File: config.mk
export PLATFORM = sky130hd
export DESIGN_NAME = rv32imc_3p_wb_arb_flat
export DESIGN_NICKNAME = d
export VERILOG_FILES = /design/src/rtl/rv32imc_3p_wb_arb_pkg.sv /design/src/rtl/rv32imc_3p_wb_arb_if.sv /design/src/rtl/rv32imc_3p_wb_arb_ld_ext.sv /design/src/rtl/rv32imc_3p_wb_arb.sv /design/src/flat_wrapper.sv
export SDC_FILE = /design/constraint.sdc
export NUM_CORES = 1
export LEC_CHECK = 0
export BUFFER_PORTS_ARGS = -buffer_cell sky130_fd_sc_hd__buf_2
export CORE_UTILIZATION = 35
export DETAILED_ROUTE_END_ITERATION = 12
export GPL_TIMING_DRIVEN = 0
export SYNTH_ARGS = -nofsm -noshare
export SYNTH_HDL_FRONTEND = slang
export SYNTH_SLANG_ARGS = --single-unit
File: constraint.sdc
create_clock -name clk -period 3.8 [get_ports clk]
set_input_delay 0.19 -clock clk [delete_from_list [all_inputs] [get_ports clk]]
set_output_delay 0.19 -clock clk [all_outputs]
set_load 0.1 [all_outputs]
File: src/rtl/rv32imc_3p_wb_arb_pkg.sv
// ============================================================================
// rv32imc_3p_pkg : load funct3 encodings and write-back source select
// Rev 1.0
// ============================================================================
`default_nettype none

package rv32imc_3p_pkg;

  localparam logic [2:0] LB  = 3'b000;
  localparam logic [2:0] LH  = 3'b001;
  localparam logic [2:0] LW  = 3'b010;
  localparam logic [2:0] LBU = 3'b100;
  localparam logic [2:0] LHU = 3'b101;

  typedef enum logic [2:0] {
    SRC_NONE = 3'd0,
    SRC_LD   = 3'd1,
    SRC_HOLD = 3'd2,
    SRC_ALU  = 3'd3,
    SRC_MD   = 3'd4
  } src_e;

endpackage

`default_nettype wire

File: src/rtl/rv32imc_3p_wb_arb_if.sv
// ============================================================================
// rv32imc_3p_wb_arb_if : result sources, load tracking and RF write port
// Rev 1.0
// ============================================================================
`default_nettype none

interface rv32imc_3p_wb_arb_if #(
  parameter int XLEN = 32,
  parameter int AW   = 5
);
  logic            alu_valid;
  logic [AW-1:0]   alu_rd;
  logic [XLEN-1:0] alu_dat;
  logic            ld_req_valid;
  logic [AW-1:0]   ld_rd;
  logic [2:0]      ld_funct3;
  logic [1:0]      ld_addr_lo;
  logic            ld_rsp_valid;
  logic [XLEN-1:0] ld_rsp_dat;
  logic            md_valid;
  logic [AW-1:0]   md_rd;
  logic [XLEN-1:0] md_dat;
  logic            md_ack;
  logic            c_rf_write;
  logic [AW-1:0]   rd_addr;
  logic [XLEN-1:0] rd_dati;
  logic            stall;
  logic            ld_busy;
  logic [AW-1:0]   ld_pend_rd;

  // Core side: drives the sources, consumes the RF port and interlocks.
  modport master (
    output alu_valid, alu_rd, alu_dat,
    output ld_req_valid, ld_rd, ld_funct3, ld_addr_lo, ld_rsp_valid, ld_rsp_dat,
    output md_valid, md_rd, md_dat,
    input  md_ack, c_rf_write, rd_addr, rd_dati, stall, ld_busy, ld_pend_rd
  );

  // Arbiter side.
  modport slave (
    input  alu_valid, alu_rd, alu_dat,
    input  ld_req_valid, ld_rd, ld_funct3, ld_addr_lo, ld_rsp_valid, ld_rsp_dat,
    input  md_valid, md_rd, md_dat,
    output md_ack, c_rf_write, rd_addr, rd_dati, stall, ld_busy, ld_pend_rd
  );
endinterface

`default_nettype wire

File: src/rtl/rv32imc_3p_wb_arb_ld_ext.sv
// ============================================================================
// rv32imc_3p_ld_ext : byte/half extraction and sign/zero extension of a load
// Rev 1.0
// ============================================================================
`default_nettype none

module rv32imc_3p_ld_ext
  import rv32imc_3p_pkg::*;
#(
  parameter int XLEN = 32
) (
  input  wire logic [2:0]      funct3,
  input  wire logic [1:0]      addr_lo,
  input  wire logic [XLEN-1:0] word,
  output logic      [XLEN-1:0] dat
);

  logic [7:0]  byte_sel;
  logic [15:0] half_sel;

  always_comb begin
    byte_sel = word[7:0];
    case (addr_lo)
      2'd0:    byte_sel = word[7:0];
      2'd1:    byte_sel = word[15:8];
      2'd2:    byte_sel = word[23:16];
      default: byte_sel = word[31:24];
    endcase
    half_sel = addr_lo[1] ? word[31:16] : word[15:0];
  end

  // Anything that is not a byte/half form is written back as the full word.
  always_comb begin
    dat = word;
    case (funct3)
      LB:      dat = {{(XLEN-8){byte_sel[7]}}, byte_sel};
      LBU:     dat = {{(XLEN-8){1'b0}}, byte_sel};
      LH:      dat = {{(XLEN-16){half_sel[15]}}, half_sel};
      LHU:     dat = {{(XLEN-16){1'b0}}, half_sel};
      default: dat = word;
    endcase
  end

endmodule

`default_nettype wire

File: src/rtl/rv32imc_3p_wb_arb.sv
// ============================================================================
// rv32imc_3p_wb_arb : merges load, ALU and mul/div results onto the RF port
// Rev 1.0
// ============================================================================
`default_nettype none

module rv32imc_3p_wb_arb
  import rv32imc_3p_pkg::*;
#(
  parameter int XLEN = 32,
  parameter int AW   = 5
) (
  input wire logic clk,
  input wire logic rst,
  rv32imc_3p_wb_arb_if.slave bus
);

  logic            ld_busy_q,    ld_busy_d;
  logic [AW-1:0]   ld_rd_q,      ld_rd_d;
  logic [2:0]      ld_f3_q,      ld_f3_d;
  logic [1:0]      ld_lo_q,      ld_lo_d;
  logic            hold_valid_q, hold_valid_d;
  logic [AW-1:0]   hold_rd_q,    hold_rd_d;
  logic [XLEN-1:0] hold_dat_q,   hold_dat_d;
  logic            stall_q,      stall_d;
  logic            rf_we_q,      rf_we_d;
  logic [AW-1:0]   rd_addr_q,    rd_addr_d;
  logic [XLEN-1:0] rd_dati_q,    rd_dati_d;

  logic            ld_done;
  logic [XLEN-1:0] ld_ext_dat;
  src_e            sel;
  logic [AW-1:0]   win_rd;
  logic [XLEN-1:0] win_dat;

  rv32imc_3p_ld_ext #(.XLEN(XLEN)) u_ld_ext (
    .funct3  (ld_f3_q),
    .addr_lo (ld_lo_q),
    .word    (bus.ld_rsp_dat),
    .dat     (ld_ext_dat)
  );

  // A response with nothing outstanding is noise and must not win.
  assign ld_done = bus.ld_rsp_valid && ld_busy_q;

  always_comb begin
    sel     = SRC_NONE;
    win_rd  = '0;
    win_dat = '0;
    if (ld_done) begin
      sel     = SRC_LD;
      win_rd  = ld_rd_q;
      win_dat = ld_ext_dat;
    end else if (hold_valid_q) begin
      sel     = SRC_HOLD;
      win_rd  = hold_rd_q;
      win_dat = hold_dat_q;
    end else if (bus.alu_valid) begin
      sel     = SRC_ALU;
      win_rd  = bus.alu_rd;
      win_dat = bus.alu_dat;
    end else if (bus.md_valid) begin
      sel     = SRC_MD;
      win_rd  = bus.md_rd;
      win_dat = bus.md_dat;
    end
  end

  always_comb begin
    ld_busy_d = ld_busy_q;
    ld_rd_d   = ld_rd_q;
    ld_f3_d   = ld_f3_q;
    ld_lo_d   = ld_lo_q;
    if (bus.ld_req_valid) begin
      ld_busy_d = 1'b1;
      ld_rd_d   = bus.ld_rd;
      ld_f3_d   = bus.ld_funct3;
      ld_lo_d   = bus.ld_addr_lo;
    end else if (ld_done) begin
      ld_busy_d = 1'b0;
    end
  end

  // Stall covers the cycle the hold drains plus one more, so the upstream
  // freeze lines up with its registered view of stall.
  always_comb begin
    hold_valid_d = hold_valid_q;
    hold_rd_d    = hold_rd_q;
    hold_dat_d   = hold_dat_q;
    if (sel == SRC_HOLD) begin
      hold_valid_d = 1'b0;
    end else if (bus.alu_valid && (sel != SRC_ALU) && !hold_valid_q) begin
      hold_valid_d = 1'b1;
      hold_rd_d    = bus.alu_rd;
      hold_dat_d   = bus.alu_dat;
    end
    stall_d = hold_valid_d | hold_valid_q;
  end

  always_comb begin
    rf_we_d   = (sel != SRC_NONE) && (win_rd != '0);
    rd_addr_d = rd_addr_q;
    rd_dati_d = rd_dati_q;
    if (sel != SRC_NONE) begin
      rd_addr_d = win_rd;
      rd_dati_d = win_dat;
    end
  end

  always_ff @(posedge clk or posedge rst) begin
    if (rst) begin
      ld_busy_q    <= 1'b0;
      ld_rd_q      <= '0;
      ld_f3_q      <= '0;
      ld_lo_q      <= '0;
      hold_valid_q <= 1'b0;
      hold_rd_q    <= '0;
      hold_dat_q   <= '0;
      stall_q      <= 1'b0;
      rf_we_q      <= 1'b0;
      rd_addr_q    <= '0;
      rd_dati_q    <= '0;
    end else begin
      ld_busy_q    <= ld_busy_d;
      ld_rd_q      <= ld_rd_d;
      ld_f3_q      <= ld_f3_d;
      ld_lo_q      <= ld_lo_d;
      hold_valid_q <= hold_valid_d;
      hold_rd_q    <= hold_rd_d;
      hold_dat_q   <= hold_dat_d;
      stall_q      <= stall_d;
      rf_we_q      <= rf_we_d;
      rd_addr_q    <= rd_addr_d;
      rd_dati_q    <= rd_dati_d;
    end
  end

  assign bus.md_ack     = (sel == SRC_MD);
  assign bus.c_rf_write = rf_we_q;
  assign bus.rd_addr    = rd_addr_q;
  assign bus.rd_dati    = rd_dati_q;
  assign bus.stall      = stall_q;
  assign bus.ld_busy    = ld_busy_q;
  assign bus.ld_pend_rd = ld_rd_q;

endmodule

`default_nettype wire

File: src/flat_wrapper.sv
// flat-port wrapper written by rule: the top's interface ports become plain ports
module rv32imc_3p_wb_arb_flat import rv32imc_3p_pkg::*;
#(
  parameter int XLEN = 32,
  parameter int AW   = 5
)
  (clk, rst, bus_alu_valid, bus_alu_rd, bus_alu_dat, bus_ld_req_valid, bus_ld_rd, bus_ld_funct3, bus_ld_addr_lo, bus_ld_rsp_valid, bus_ld_rsp_dat, bus_md_valid, bus_md_rd, bus_md_dat, bus_md_ack, bus_c_rf_write, bus_rd_addr, bus_rd_dati, bus_stall, bus_ld_busy, bus_ld_pend_rd);
  rv32imc_3p_wb_arb_if #(.XLEN(XLEN), .AW(AW)) bus_i ();
  input wire logic clk;
  input wire logic rst;
  input wire logic [$bits(bus_i.alu_valid)-1:0] bus_alu_valid;
  input wire logic [$bits(bus_i.alu_rd)-1:0] bus_alu_rd;
  input wire logic [$bits(bus_i.alu_dat)-1:0] bus_alu_dat;
  input wire logic [$bits(bus_i.ld_req_valid)-1:0] bus_ld_req_valid;
  input wire logic [$bits(bus_i.ld_rd)-1:0] bus_ld_rd;
  input wire logic [$bits(bus_i.ld_funct3)-1:0] bus_ld_funct3;
  input wire logic [$bits(bus_i.ld_addr_lo)-1:0] bus_ld_addr_lo;
  input wire logic [$bits(bus_i.ld_rsp_valid)-1:0] bus_ld_rsp_valid;
  input wire logic [$bits(bus_i.ld_rsp_dat)-1:0] bus_ld_rsp_dat;
  input wire logic [$bits(bus_i.md_valid)-1:0] bus_md_valid;
  input wire logic [$bits(bus_i.md_rd)-1:0] bus_md_rd;
  input wire logic [$bits(bus_i.md_dat)-1:0] bus_md_dat;
  output wire logic [$bits(bus_i.md_ack)-1:0] bus_md_ack;
  output wire logic [$bits(bus_i.c_rf_write)-1:0] bus_c_rf_write;
  output wire logic [$bits(bus_i.rd_addr)-1:0] bus_rd_addr;
  output wire logic [$bits(bus_i.rd_dati)-1:0] bus_rd_dati;
  output wire logic [$bits(bus_i.stall)-1:0] bus_stall;
  output wire logic [$bits(bus_i.ld_busy)-1:0] bus_ld_busy;
  output wire logic [$bits(bus_i.ld_pend_rd)-1:0] bus_ld_pend_rd;
  assign bus_i.alu_valid = bus_alu_valid;
  assign bus_i.alu_rd = bus_alu_rd;
  assign bus_i.alu_dat = bus_alu_dat;
  assign bus_i.ld_req_valid = bus_ld_req_valid;
  assign bus_i.ld_rd = bus_ld_rd;
  assign bus_i.ld_funct3 = bus_ld_funct3;
  assign bus_i.ld_addr_lo = bus_ld_addr_lo;
  assign bus_i.ld_rsp_valid = bus_ld_rsp_valid;
  assign bus_i.ld_rsp_dat = bus_ld_rsp_dat;
  assign bus_i.md_valid = bus_md_valid;
  assign bus_i.md_rd = bus_md_rd;
  assign bus_i.md_dat = bus_md_dat;
  assign bus_md_ack = bus_i.md_ack;
  assign bus_c_rf_write = bus_i.c_rf_write;
  assign bus_rd_addr = bus_i.rd_addr;
  assign bus_rd_dati = bus_i.rd_dati;
  assign bus_stall = bus_i.stall;
  assign bus_ld_busy = bus_i.ld_busy;
  assign bus_ld_pend_rd = bus_i.ld_pend_rd;
  rv32imc_3p_wb_arb #(.XLEN(XLEN), .AW(AW)) u_core (.clk(clk), .rst(rst), .bus(bus_i));
endmodule
## After elaboration in Yosys (flattened, before gate mapping)

Cells that the tools add are included.

| cells by class | value |
|---|---|
| equal/unequal tests | 8 |
| reduce and logical (&&, ||, !) cells | 11 |
| mux-type cells | 19 |
| bitwise logic cells | 2 |

Operators with widths:

| operator | number |
|---|---|
| 32-bit 2-to-1 mux | 4 |
| 32-bit case mux with 4 select lines | 1 |
| 8-bit case mux with 3 select lines | 1 |
| 5-bit 2-to-1 mux | 4 |
| 16-bit 2-to-1 mux | 1 |
| 3-bit 2-to-1 mux | 4 |
| 3-bit == test, second input constant | 3 |
| 5-bit nonzero test | 1 |
| 1-bit logical AND | 4 |
| 1-bit 2-to-1 mux | 4 |
| 3-bit by 1-bit == test with 1-bit output, second input constant | 1 |
| 3-bit by 2-bit == test with 1-bit output, second input constant | 1 |
| 3-bit logical NOT | 1 |
| 3-bit by 2-bit != test with 1-bit output, second input constant | 1 |
| 3-bit nonzero test | 1 |
| 2-bit by 1-bit == test with 1-bit output, second input constant | 1 |
| 2-bit == test, second input constant | 1 |
| 2-bit logical NOT | 1 |
| 2-bit AND reduction | 1 |
| 2-bit nonzero test | 1 |
| 1-bit logical NOT | 1 |
| 1-bit inverter | 1 |
| 1-bit bitwise OR | 1 |

| word-level totals | value |
|---|---|
| input port bits | 122 |
| logic and storage cells | 51 |
| bits in registers | 88 |
| output and inout bits | 46 |

## Depth between registers and ports, before layout

| depth | value |
|---|---|
| depth after elaboration | 10 |
| gate-level depth with buffers | 7 |
| depth with buffers taken out | 4 |

## Cells and area by module

Synthesis repeated with hierarchy kept, for this count alone.

| second synthesis, totals | value |
|---|---|
| cell total of the unflattened synthesis | 511 |
| area total of the unflattened synthesis | 5308.8 µm² |

Modules (own cells, without submodules):

| module | area an instance (µm²) | cells each | times used | seq. area each (µm²) |
|---|---|---|---|---|
| rv32imc_3p_wb_arb | 4339.2 | 378 | 1 | 2202.1 |
| rv32imc_3p_ld_ext | 969.7 | 133 | 1 | 0.0 |

## Worst setup path before layout

OpenSTA, ideal clock, no wires.

| path | value |
|---|---|
| path kind | register to output |
| start point | reg u_core.ld_busy_q (netlist: u_core.bus.ld_busy) |
| end point | out bus_md_ack |
| setup slack | 1354 ps |
| stages on the path, launching flop included | 5 |
| buffers on the path | 2 |
| arrival time | 2256 ps |
| required time | 3610 ps |
| path through | dfrtp_1 > nand2_1 > buf_2 > clkbuf_1 > and2_1 |

| on the way | value |
|---|---|
| longest elaborated chain between the ends | 3 |

RTL lines:

| element | RTL line | RTL |
|---|---|---|
| start: declaration | rv32imc_3p_wb_arb.sv:18 | `logic ld_busy_q, ld_busy_d;` |
| start signal: assignment | rv32imc_3p_wb_arb.sv:124 | `ld_busy_q <= ld_busy_d;` |
| 1-bit logical AND | rv32imc_3p_wb_arb.sv:44 | `assign ld_done = bus.ld_rsp_valid && ld_busy_q;` |
| 3-bit 2-to-1 mux | rv32imc_3p_wb_arb.sv:50 | `if (ld_done) begin` |
| 3-bit == test | rv32imc_3p_wb_arb.sv:138 | `assign bus.md_ack = (sel == SRC_MD);` |
| end: declaration | flat_wrapper.sv:23 | `output wire logic [$bits(bus_i.md_ack)-1:0] bus_md_ack;` |

Every way passes these cells.

## Worst setup path after layout

Ends and elaborated chain as after synthesis.

==> results.json <==
{
  "run_status": "completed",
  "grt_max_degree": 46,
  "yosys.area_share.simple_pct": 11.4,
  "timing.hold.ws_ns": 0.0747,
  "synth_adder_area_share_pct": 0,
  "track_usage_pct": 23.7,
  "setup_ws_ns": 1.23,
  "finClkSkew_ns": 0.00649,
  "maxSlewViolCount": 0,
  "htreeDepth": 3,
  "drt_first_pass_iters": 7,
  "nets": 764,
  "clk_pin_slew_ns": 0.07,
  "startpoint_type": "flop",
  "ff2ff_path_depth": 6,
  "clock-sinks": 88,
  "area.growth.synth_to_final_pct": 29.8,
  "wl_per_cell_um": 20.2,
  "drt_iter0_markers": 339,
  "hold_path_depth": 2,
  "hold_class": "in -> reg",
  "p_leak_nw": 2.90,
  "wirelength_um": 16700,
  "worstPathRequired_ns": 3.61,
  "final_common_cell": "buf_2",
  "grt_pass1_wl_um": 25500,
  "crit_chain": "nand2_1, buf_2, clkbuf_1, and2_1, buf_2",
  "io_pins": 168,
  "tns_ns": 0,
  "synth_compound_area_share_pct": 23.7,
  "syn_area_um2": 4790,
  "layout-drive-gt1-share_pct": 39.6,
  "die-area_um2": 14200,
  "diodes": 0,
  "cts_tree": "done",
  "clockBufferDepth": 2,
  "cp.arrival_ns": 2.38,
  "slew_headroom_pct": 52.0,
  "ant_nets": 0,
  "dp_slack_ns": 1.61,
  "core_um2": 13300,
  "port_buffers": 166,
  "setup_viol": 0,
  "drc": 0,
  "synth_edf_count": 0,
  "synthXorXnorAreaFrac_pct": 0,
  "vias_per_cell": 5.50,
  "synth.mux.area_fraction_pct": 13.6,
  "synth_cells": 463,
  "ys_async_sr_fraction_pct": 100,
  "rsz0062_at_grt": "no",
  "cp_common_cell": "buf_2",
  "die_w_um": 119,
  "finalCritPeriodShare_pct": 67.6,
  "syn_avg_cell_area_um2": 10.3,
  "synth.area.top_cells": "dfrtp_1, mux2_2, a22oi_1",
  "power_density_nw_per_um2": 546,
  "seq_area_frac_synth_pct": 46.0,
  "gp_congestion": 0.824,
  "crit_path_max_fanout": 10,
  "fmax_ghz": 0.389,
  "yosysWarnings": 0,
  "fp-row-count": 42,
  "synth.distinct_cells": 46,
  "antenna_found_initial": 0,
  "tightestPinTransition_ns": 0.720,
  "synth_top_area_share_pct": 46.0,
  "synth_nets": 585,
  "max_cap_violations": 0,
  "synth-main-ff-cell": "dfrtp_1",
  "overflow": 0,
  "worst-setup-path-type": "reg -> out",
  "clk_latency_ns": 0.34,
  "die_height_um": 119,
  "cts-root-buf": "clkbuf_16",
  "final_cell_mix": "buf_2, dfrtp_1, nand2_1, mux2_2, a22oi_1",
  "synth_seq_cells": 88,
  "synth_top_family_by_area": "compound AO/OA/AOI/OAI gates",
  "detailroute.via_count": 4529,
  "cts_buffers": 9,
  "yosysTopAreaCell": "dfrtp_1",
  "post_cts_resized": 0,
  "period_needed_ns": 2.57,
  "slowest_stage": "clkbuf_1",
  "endpoint_kind": "output port",
  "hold_violations": 0,
  "ir_drop_uv": 265,
  "start_util_pct": 36.0,
  "dp_hpwl_um": 12600,
  "critPathMaxStageDelay_ns": 0.57,
  "grt_pass1_vias": 4659
}
==> critical path: cells and delay by family (launching register included) <==
kind / cells / cell delay [ns]
buf+inv: 3 / 1.26
flops: 1 / 0.41
simple gates: 2 / 0.37
==> kinds of logic (layout without fill, tap and decap cells) <==
logic type | after synthesis | after routing
compound gates | 160 | 160
buf+inv | 53 | 237
flops | 88 | 88
mux | 58 | 58
simple gates | 104 | 104
==> synth_stat cells, drive strengths merged (2+ instances only) <==
library cell,instances
buf,27
o31ai,8
inv,13
and2,3
nand2b,12
nor2,12
nand3b,2
a221oi,12
nand2,50
a31oi,9
a22oi,30
mux2,47
nor3b,11
a2bb2oi,3
mux2i,10
o21a,7
a222oi,16
a21oi,27
nor2b,10
o21ai,24
a211oi,2
a21boi,15
dfrtp,88
clkbuf,13
==> power breakdown <==
| part | leakage [nW] | internal [mW] | switching [mW] |
|---|---|---|---|
| Clock | 0.163 | 0.631 | 0.374 |
| Combinational | 1.70 | 0.324 | 0.868 |
| Sequential | 1.04 | 1.10 | 0.0937 |
==> flip-flops by register name (all words and copies together), names as in the netlist <==
| name | count |
|---|---|
| u_core.bus.ld_busy | 1 |
| u_core.bus.rd_dati | 32 |
| u_core.ld_f3_q | 3 |
| u_core.hold_rd_q | 5 |
| u_core.hold_dat_q | 32 |
| u_core.hold_valid_q | 1 |
| u_core.bus.c_rf_write | 1 |
| u_core.bus.rd_addr | 5 |
| u_core.bus.stall | 1 |
| u_core.bus.ld_pend_rd | 5 |
| u_core.ld_lo_q | 2 |
==> worst paths after layout <==
kind / startpoint / to / slack [ns]
setup reg to reg: u_core.ld_lo_q[1]$_DFFE_PP0P_ / u_core.bus.rd_dati[17]$_DFFE_PP0P_ / 1.83
max in group asynchronous: rst / u_core.hold_dat_q[9]$_DFFE_PP0P_ / 2.69
setup / recovery: u_core.bus.ld_busy$_DFFE_PP0P_ / bus_md_ack / 1.23
min in group asynchronous: rst / u_core.bus.ld_pend_rd[3]$_DFFE_PP0P_ / 0.48
hold reg to reg: u_core.bus.rd_addr[0]$_DFFE_PP0P_ / u_core.bus.rd_addr[0]$_DFFE_PP0P_ / 0.47
hold / removal: bus_alu_rd[4] / u_core.hold_rd_q[4]$_DFFE_PP0P_ / 0.07
==> stage by stage <==
step	area (um2)	std cells	power (mW)	utilization (%)
3_3_place_gp	5840	805	2.38	43.9
2_1_floorplan	4790	463	2.10	-
5_1_grt	6210	823	3.52	46.7
6_report	6210	823	3.39	46.7
4_1_cts	6210	823	3.41	46.7
3_5_place_dp	5870	806	2.40	44.2
==> routing by layer <==
metal  part of all wire [%]  vias to the layer above  track usage, %
li1                       -                     2083               -
met1                     45                     2244            32.2
met2                     47                      182            37.8
met3                    6.0                       20            3.98
met4                    1.9                        0            9.02
met5                      0                        -               0
==> final cells by class <==
type,instances,area (um2)
clock buffers,14,274
plain buffers,40,201
fillers,1272,7080
multi-input cells,322,2340
well taps,176,220
clock inverters,2,60.1
repair buffers,168,868
flip-flops and latches,88,2200
inverters,13,51.3
==> timing repair <==
action	in CTS	in global routing
hold endpoints to repair	44	0
hold buffers	1	0
setup buffers	0	0
Power figures use the tool's default switching activity.
